[src/rtl/sprite_rom_arbiter.sv]
// Round-robin arbiter sharing one synchronous sprite ROM read port among NUM_REQ
// pixel-fetch requesters; returns tagged data to the originator after a fixed latency.
module sprite_rom_arbiter #(
    parameter int unsigned NUM_REQ = 4,
    parameter int unsigned ADDR_W  = 19,
    parameter int unsigned DATA_W  = 4,
    parameter int unsigned ROM_LAT = 1
) (
    input  logic                      Clk,
    input  logic                      Reset,
    input  logic [NUM_REQ-1:0]        req,
    input  logic [NUM_REQ*ADDR_W-1:0] req_addr,
    input  logic                      frame_sync,
    output logic [NUM_REQ-1:0]        gnt,
    output logic [ADDR_W-1:0]         rom_addr,
    input  logic [DATA_W-1:0]         rom_data,
    output logic [NUM_REQ-1:0]        rd_valid,
    output logic [DATA_W-1:0]         rd_data,
    output logic                      busy
);

    localparam int unsigned PTR_W = (NUM_REQ > 1) ? $clog2(NUM_REQ) : 1;
    localparam int unsigned DEPTH = ROM_LAT + 1;
    localparam logic [PTR_W:0]   NUM_REQ_W = (PTR_W+1)'(NUM_REQ);
    localparam logic [PTR_W-1:0] LAST_ID   = PTR_W'(NUM_REQ - 1);

    logic [PTR_W-1:0] rr_ptr;
    logic [PTR_W-1:0] ptr_nxt;
    logic [PTR_W:0]   scan_idx;
    logic [PTR_W-1:0] win_id;
    logic             win_vld;
    logic [DEPTH-1:0] tag_vld;
    logic [PTR_W-1:0] tag_id [DEPTH];

    // First requester at or after rr_ptr (wrapping) wins; suppressed while in reset
    always_comb begin
        gnt      = '0;
        win_vld  = 1'b0;
        win_id   = '0;
        scan_idx = '0;
        for (int unsigned i = 0; i < NUM_REQ; i++) begin
            scan_idx = {1'b0, rr_ptr} + (PTR_W+1)'(i);
            if (scan_idx >= NUM_REQ_W) begin
                scan_idx = scan_idx - NUM_REQ_W;
            end
            if (!win_vld && req[scan_idx[PTR_W-1:0]]) begin
                win_vld = 1'b1;
                win_id  = scan_idx[PTR_W-1:0];
            end
        end
        if (win_vld && !Reset) begin
            gnt[win_id] = 1'b1;
        end
    end

    assign ptr_nxt = (win_id == LAST_ID) ? '0 : win_id + 1'b1;
    assign busy    = |tag_vld;

    // ROM address register, tag pipeline that tracks the ROM latency, and return stage
    always_ff @(posedge Clk or posedge Reset) begin
        if (Reset) begin
            rr_ptr   <= '0;
            rom_addr <= '0;
            tag_vld  <= '0;
            for (int unsigned i = 0; i < DEPTH; i++) begin
                tag_id[i] <= '0;
            end
            rd_valid <= '0;
            rd_data  <= '0;
        end else begin
            if (win_vld) begin
                rom_addr <= req_addr[win_id*ADDR_W +: ADDR_W];
            end
            tag_vld[0] <= win_vld;
            tag_id[0]  <= win_id;
            for (int unsigned i = 1; i < DEPTH; i++) begin
                tag_vld[i] <= tag_vld[i-1];
                tag_id[i]  <= tag_id[i-1];
            end

            // Vertical sync restarts the rotation even if a grant happens this edge
            if (frame_sync) begin
                rr_ptr <= '0;
            end else if (win_vld) begin
                rr_ptr <= ptr_nxt;
            end

            if (tag_vld[DEPTH-1]) begin
                rd_valid <= NUM_REQ'(1) << tag_id[DEPTH-1];
                rd_data  <= rom_data;
            end else begin
                rd_valid <= '0;
            end
        end
    end

endmodule
[config.mk]
export PLATFORM = sky130hd
export DESIGN_NAME = sprite_rom_arbiter
export DESIGN_NICKNAME = d
export VERILOG_FILES = /design/src/rtl/sprite_rom_arbiter.sv
export SDC_FILE = /design/constraint.sdc
export NUM_CORES = 1
export LEC_CHECK = 0
export ABC_AREA = 1
export BUFFER_PORTS_ARGS = -buffer_cell sky130_fd_sc_hd__buf_2
export CAP_MARGIN = 30
export CORE_MARGIN = 4
export CORE_UTILIZATION = 45
export DETAILED_ROUTE_END_ITERATION = 10
export PLACE_DENSITY = 0.76
export SLEW_MARGIN = 20
export SYNTH_ARGS = -nofsm -noshare
export SYNTH_HDL_FRONTEND = slang
export SYNTH_SLANG_ARGS = --single-unit
[constraint.sdc]
create_clock -name Clk -period 4.3 [get_ports Clk]
set_input_delay 0.215 -clock Clk [delete_from_list [all_inputs] [get_ports Clk]]
set_output_delay 0.215 -clock Clk [all_outputs]
set_load 0.01 [all_outputs]
== After elaboration in Yosys (flattened, before gate mapping) ==
Index checks and enable logic that the tools add are counted.
Cells by class
  bitwise operators: 0
  $add $sub $neg: 8
  reduce and logical (&&, ||, !) cells: 11
  multiplexer cells: 27
  equality and inequality tests: 1
  multiply operators: 1
  magnitude comparators: 10
  shift operators: 2
  div/mod/pow operators: 0
Operator list (number)
  variable part select 76 x 8 -> 19 bit: 1
  two-way mux 2 bit: 11
  less-than comparator 2 x 3 -> 1 bit, second input constant: 5
  >= comparator 3 bit, second input constant: 3
  two-way mux 1 bit: 9
  binary-select mux 1 bit (select 2 bit): 4
  two-way mux 4 bit: 2
  subtractor 2 x 1 -> 2 bit, second input constant: 4
  multiplier 2 x 5 -> 7 bit, second input constant: 1
  adder 2 x 2 -> 3 bit, second input constant: 2
  logical AND 1 bit: 5
  zero test 1 bit: 4
  left shift 1 x 2 -> 4 bit, first input constant: 1
  adder 2 x 1 -> 3 bit, second input constant: 1
  >= comparator 2 x 3 -> 1 bit, second input constant: 1
  adder 2 x 1 -> 2 bit, second input constant: 1
  demux 1 bit (select 2 bit): 1
  equality test 2 bit, second input constant: 1
  >= comparator 2 x 1 -> 1 bit, second input constant: 1
  nonzero test 2 bit: 1
  OR reduction 2 bit: 1
Word-level totals
  ROM bits: 0
  latch bits: 0
  bits in registers: 35
  memories: 0
  output and inout port bits: 32
  bits in writable memories: 0

== Logic depth before layout (Yosys ltp) ==
  word-level depth: 19
  mapped depth: 16
  depth with buffers taken out: 14

== Least setup slack after synthesis ==
No wires, ideal clock.
  path type: register to output
  start point: reg rr_ptr[0]
  end point: out gnt[0]
  stages on the path, launching flop included: 13
  buffers on the path: 2
  data arrival time: 1.773 ns
  setup slack: 2.312 ns
  required time: 4.085 ns
  cell sequence: dfrtp_1 > buf_6 > inv_6 > nand2_1 > nand3_1 > nand2_2 > nor2_8 > nand3_1 > a21oi_2 > buf_6 > ha_1 > inv_1 > nor2_1
Between the ends
  word-level cells in the longest chain between the ends: 19
  elaborated cells between the ends (all ways): 44
  those cells by class: add/sub (7); order compare (6); mux (23); reduce/logical (8)
RTL lines
  start: declaration: line 27  | logic [PTR_W-1:0] rr_ptr;
  start signal: assignment: line 85  | rr_ptr <= ptr_nxt;
  branches (longest 18 deep; another with adder 2 x 1 -> 3 bit)
  two-way mux 4 bit (*): line 51  | if (win_vld && !Reset) begin
  end: declaration: line 14  | output logic [NUM_REQ-1:0] gnt,
Mark *: on every way between the ends. The select of a mux whose other input is x is not followed.

== Final worst setup path ==
  start point: reg rr_ptr[0]
  end point: out gnt[3]
Between the ends
  word-level cells in the longest chain between the ends: 19
  elaborated cells between the ends (all ways): 44
  those cells by class: add/sub (7); order compare (6); mux (23); reduce/logical (8)
RTL lines
  branches (longest 13 deep; another with adder 2 x 1 -> 3 bit)
  two-way mux 2 bit (*): line 46  | if (!win_vld && req[scan_idx[PTR_W-1:0]]) begin
  net win_id[0]: line 30  | logic [PTR_W-1:0] win_id;
  less-than comparator 2 x 3 -> 1 bit (not written as such) / >= comparator 2 x 1 -> 1 bit (equally long branches): line 52  | gnt[win_id] = 1'b1;
  logical AND 1 bit (not written as such): line 52
  two-way mux 1 bit (not written as such): line 52
  demux 1 bit (select 2 bit) (*): line 52
  two-way mux 4 bit (*): line 51
Mark *: on every way through the listed nets, which the timed path passes. The select of a mux whose other input is x is not followed.

==> summary.txt <==
Layout
  – Nets@finish: 625
  – Proportion of layout cells with a drive suffix above 1: 30.3%
  – Area grow syn2layout: 23.9%
  – Diodes inserted: 0
  – Layout fillers: 620
  – Post-layout util: 57.9%

Global routing
  – Vias in the first global route: 2,988
  – Largest net degree at the start of global routing: 64
  – Initial antenna violation count: 0
  – Grt ovf: 0
  – All-layer global routing usage: 20.3%
  – First-pass GRT wire length: 12,600 um

Clock tree
  – Reg clk slew, reported paths: 80 ps
  – CTS buffer count: 5
  – Max clock buf depth: 2
  – Skew-Pair Late Insertion Delay: 290 ps
  – Post-CTS setup repair buffer count: 0
  – Root Driver: clkbuf_8
  – Resized cells post-CTS: 0
  – H-tree levels: 2
  – TritonCTS clock tree: yes
  – Sink Count: 35
  – CTS Hold Buffers Added: 0

Yosys
  – Yosys top cell by area: dfrtp_1
  – Yosys reg bits: 35
  – Synth cell types: 25
  – Syn_nets: 522
  – Area contributors post-synth: dfrtp_1 31%, nand2_1 22%, inv_1 13%, nand4_1 8.7%, nand3_2 7.5%
  – Post-synth EDFFs: 0
  – Most frequent cell after synthesis: nand2_1
  – Main synth FF type: dfrtp_1
  – Most frequent cells after synthesis: 162 x nand2_1, 94 x inv_1, 39 x nand4_1, 35 x dfrtp_1, 25 x nand3_1
  – Seq/Total Area, Yosys: 31.3%
  – Average cell area after synthesis: 6.50 sq um
  – Post-synthesis cell count: 431
  – Yosys Warn Count: 0
  – Post-synth top area share: 31.3%
  – Async S/R FF share, synth: 100%
  – Post-Syn Area: 0.00280 sq mm

Routing
  – Initial DRC Count: 176
  – Vias per cell: 5.00
  – Drt total wl: 7580 um
  – Post-route ant nets: 0
  – Post-route DRC: 0
  – Vias: 3,049
  – Pre-antenna DRT Iters: 4
  – Wire per inst: 12.4 um

Pwr
  – Maximum VDD drop: 0.366 mV
  – Switch share: 52.3%
  – Sequential share of power: 21.6%
  – LEAKAGE: 2.24 nW
  – Clock power frac: 11.2%
  – Switch Pwr: 0.00143 W
  – Internal power: 0.00131 W
  – PwrDens: 790 mW/mm^2
  – Logic pwr share: 67.1%

Setup path
  – Worst setup path class: flop to output pin
  – Crit path launch type: flop
  – CP Max Fanout: 39
  – CP required: 4090 ps
  – Arrival time worst endpoint: 3300 ps
  – Worst Setup End Kind: output pin
  – Worst Reg2Reg Path Length in Cells: 12

STA
  – Max Freq: 0.284 GHz
  – Tmin final: 3520 ps
  – Rel. slew slack: 38.1%
  – Final Hold Viols: 0
  – Setup TNS: 0 ps
  – Final Cycle Share: 81.9%
  – RSZ-0062 raised after global routing: no
  – Endpoints failing setup: 0
  – Worst Tran Pin Value: 928 ps
  – Skew final: 3.30 ps
  – Slew Limit Fails: 0

Die
  – IO Pins: 119
  – Die Y: 86.9 um
  – Die ar.: 0.00755 sq mm
  – Core ar.: 0.00599 sq mm
  – Die X-Extent: 86.9 um
  – Initial Util: 46.7%
  – Rows: 28

Run
  – Max-Cap Viols: 0

Worst hold path
  – HP Class: input port to asynchronous set/reset pin

Place
  – DP Wirelength: 5500 um
  – I/O Buffers: 118
  – Gpl congestion: 0.893

Outcome
  – Status: complete, no violations
[worst paths after layout]
path | start | endpoint | slack (ps)
max in group asynchronous | Reset | tag_id[0] | 3950
min in group Clk | rom_data[1] | rd_data[1] | 120
max reg2reg | rr_ptr[0] | rom_addr[16] | 1120
min | Reset | rom_addr[4] | 20
max | rr_ptr[0] | gnt[3] | 780
min reg2reg | tag_id[3] | tag_id[1] | 360
[registers in the layout (all words and copies together) (netlist names)]
signal    count
tag_id        4
rom_addr     19
rr_ptr        2
tag_vld       2
rd_valid      4
rd_data       4
[cell type report]
class / count / area, sq um / share of cell area (%)
clock inverter: 3 / 43.8 / 1.26
inverter: 96 / 365 / 10.5
timing repair buffer: 121 / 613 / 17.7
tap: 75 / 93.8 / 2.70
sequential: 35 / 876 / 25.2
clock buffer: 5 / 68.8 / 1.98
multi-input combinational: 275 / 1410 / 40.6
[kinds of logic after synthesis]
logic type	after synthesis	share of synthesized area, %
adders and majority gates	4	1.79
buffers and inverters	121	18.7
and+or+nand+nor	264	46.6
DFF	35	31.3
AOI/OAI and AO/OA	7	1.61
[power by group through the flow]
| stage | registers [W] | clock network, W | logic [W] |
|---|---|---|---|
| after CTS | 0.000595 | 0.000314 | 0.00184 |
| after global routing | 0.000614 | 0.000329 | 0.00209 |
| after floorplan | 0.000639 | 0 | 0.00144 |
| final | 0.000592 | 0.000307 | 0.00184 |
| after global placement | 0.000595 | 0 | 0.00178 |
| after detailed placement | 0.000599 | 0 | 0.00184 |
[layout by cell type (no fill, tap or decap), types with 3 or more instances in the layout]
cell	netlist	layout
nand2_1	162	162
buf_2	12	118
inv_1	94	94
nand4_1	39	39
dfrtp_1	35	35
nand3_1	25	25
nand3_2	21	21
nor2_1	5	5
clkbuf_8	0	5
nand2_2	4	4
nor3_1	4	4
ha_1	4	4
o21ai_0	3	3
buf_4	7	3
[metrics by stage]
step | hold WS, ps | total power, W | worst slack (ps) | cells | area [sq um]
2_1_floorplan | 331 | 0.00208 | 2310 | 431 | 2800
3_3_place_gp | 340 | 0.00238 | 1340 | 602 | 3360
3_5_place_dp | 345 | 0.00244 | 1170 | 602 | 3360
4_1_cts | 41.8 | 0.00275 | 843 | 610 | 3470
5_1_grt | 74.6 | 0.00303 | 523 | 610 | 3470
6_report | 23.4 | 0.00274 | 780 | 610 | 3470
[worst max-delay path, stage by stage (launching register included)]
cell	delay (ps)
dfrtp_1	600
nand2_1	150
nand3_1	150
nand2_2	120
inv_2	80
nand3_2	610
nand3_2	630
inv_1	160
ha_1	230
inv_1	80
nor2_1	50
buf_2	140
[routing by layer]
metal / vias to the layer above / GRT usage, % / wire, um
li1: 1522 / - / -
met1: 1416 / 23.4 / 3130
met2: 103 / 37.1 / 3820
met3: 8 / 4.64 / 570
met4: 0 / 5.95 / 61
met5: - / 0 / 0
(Power assumes the default switching activity.)
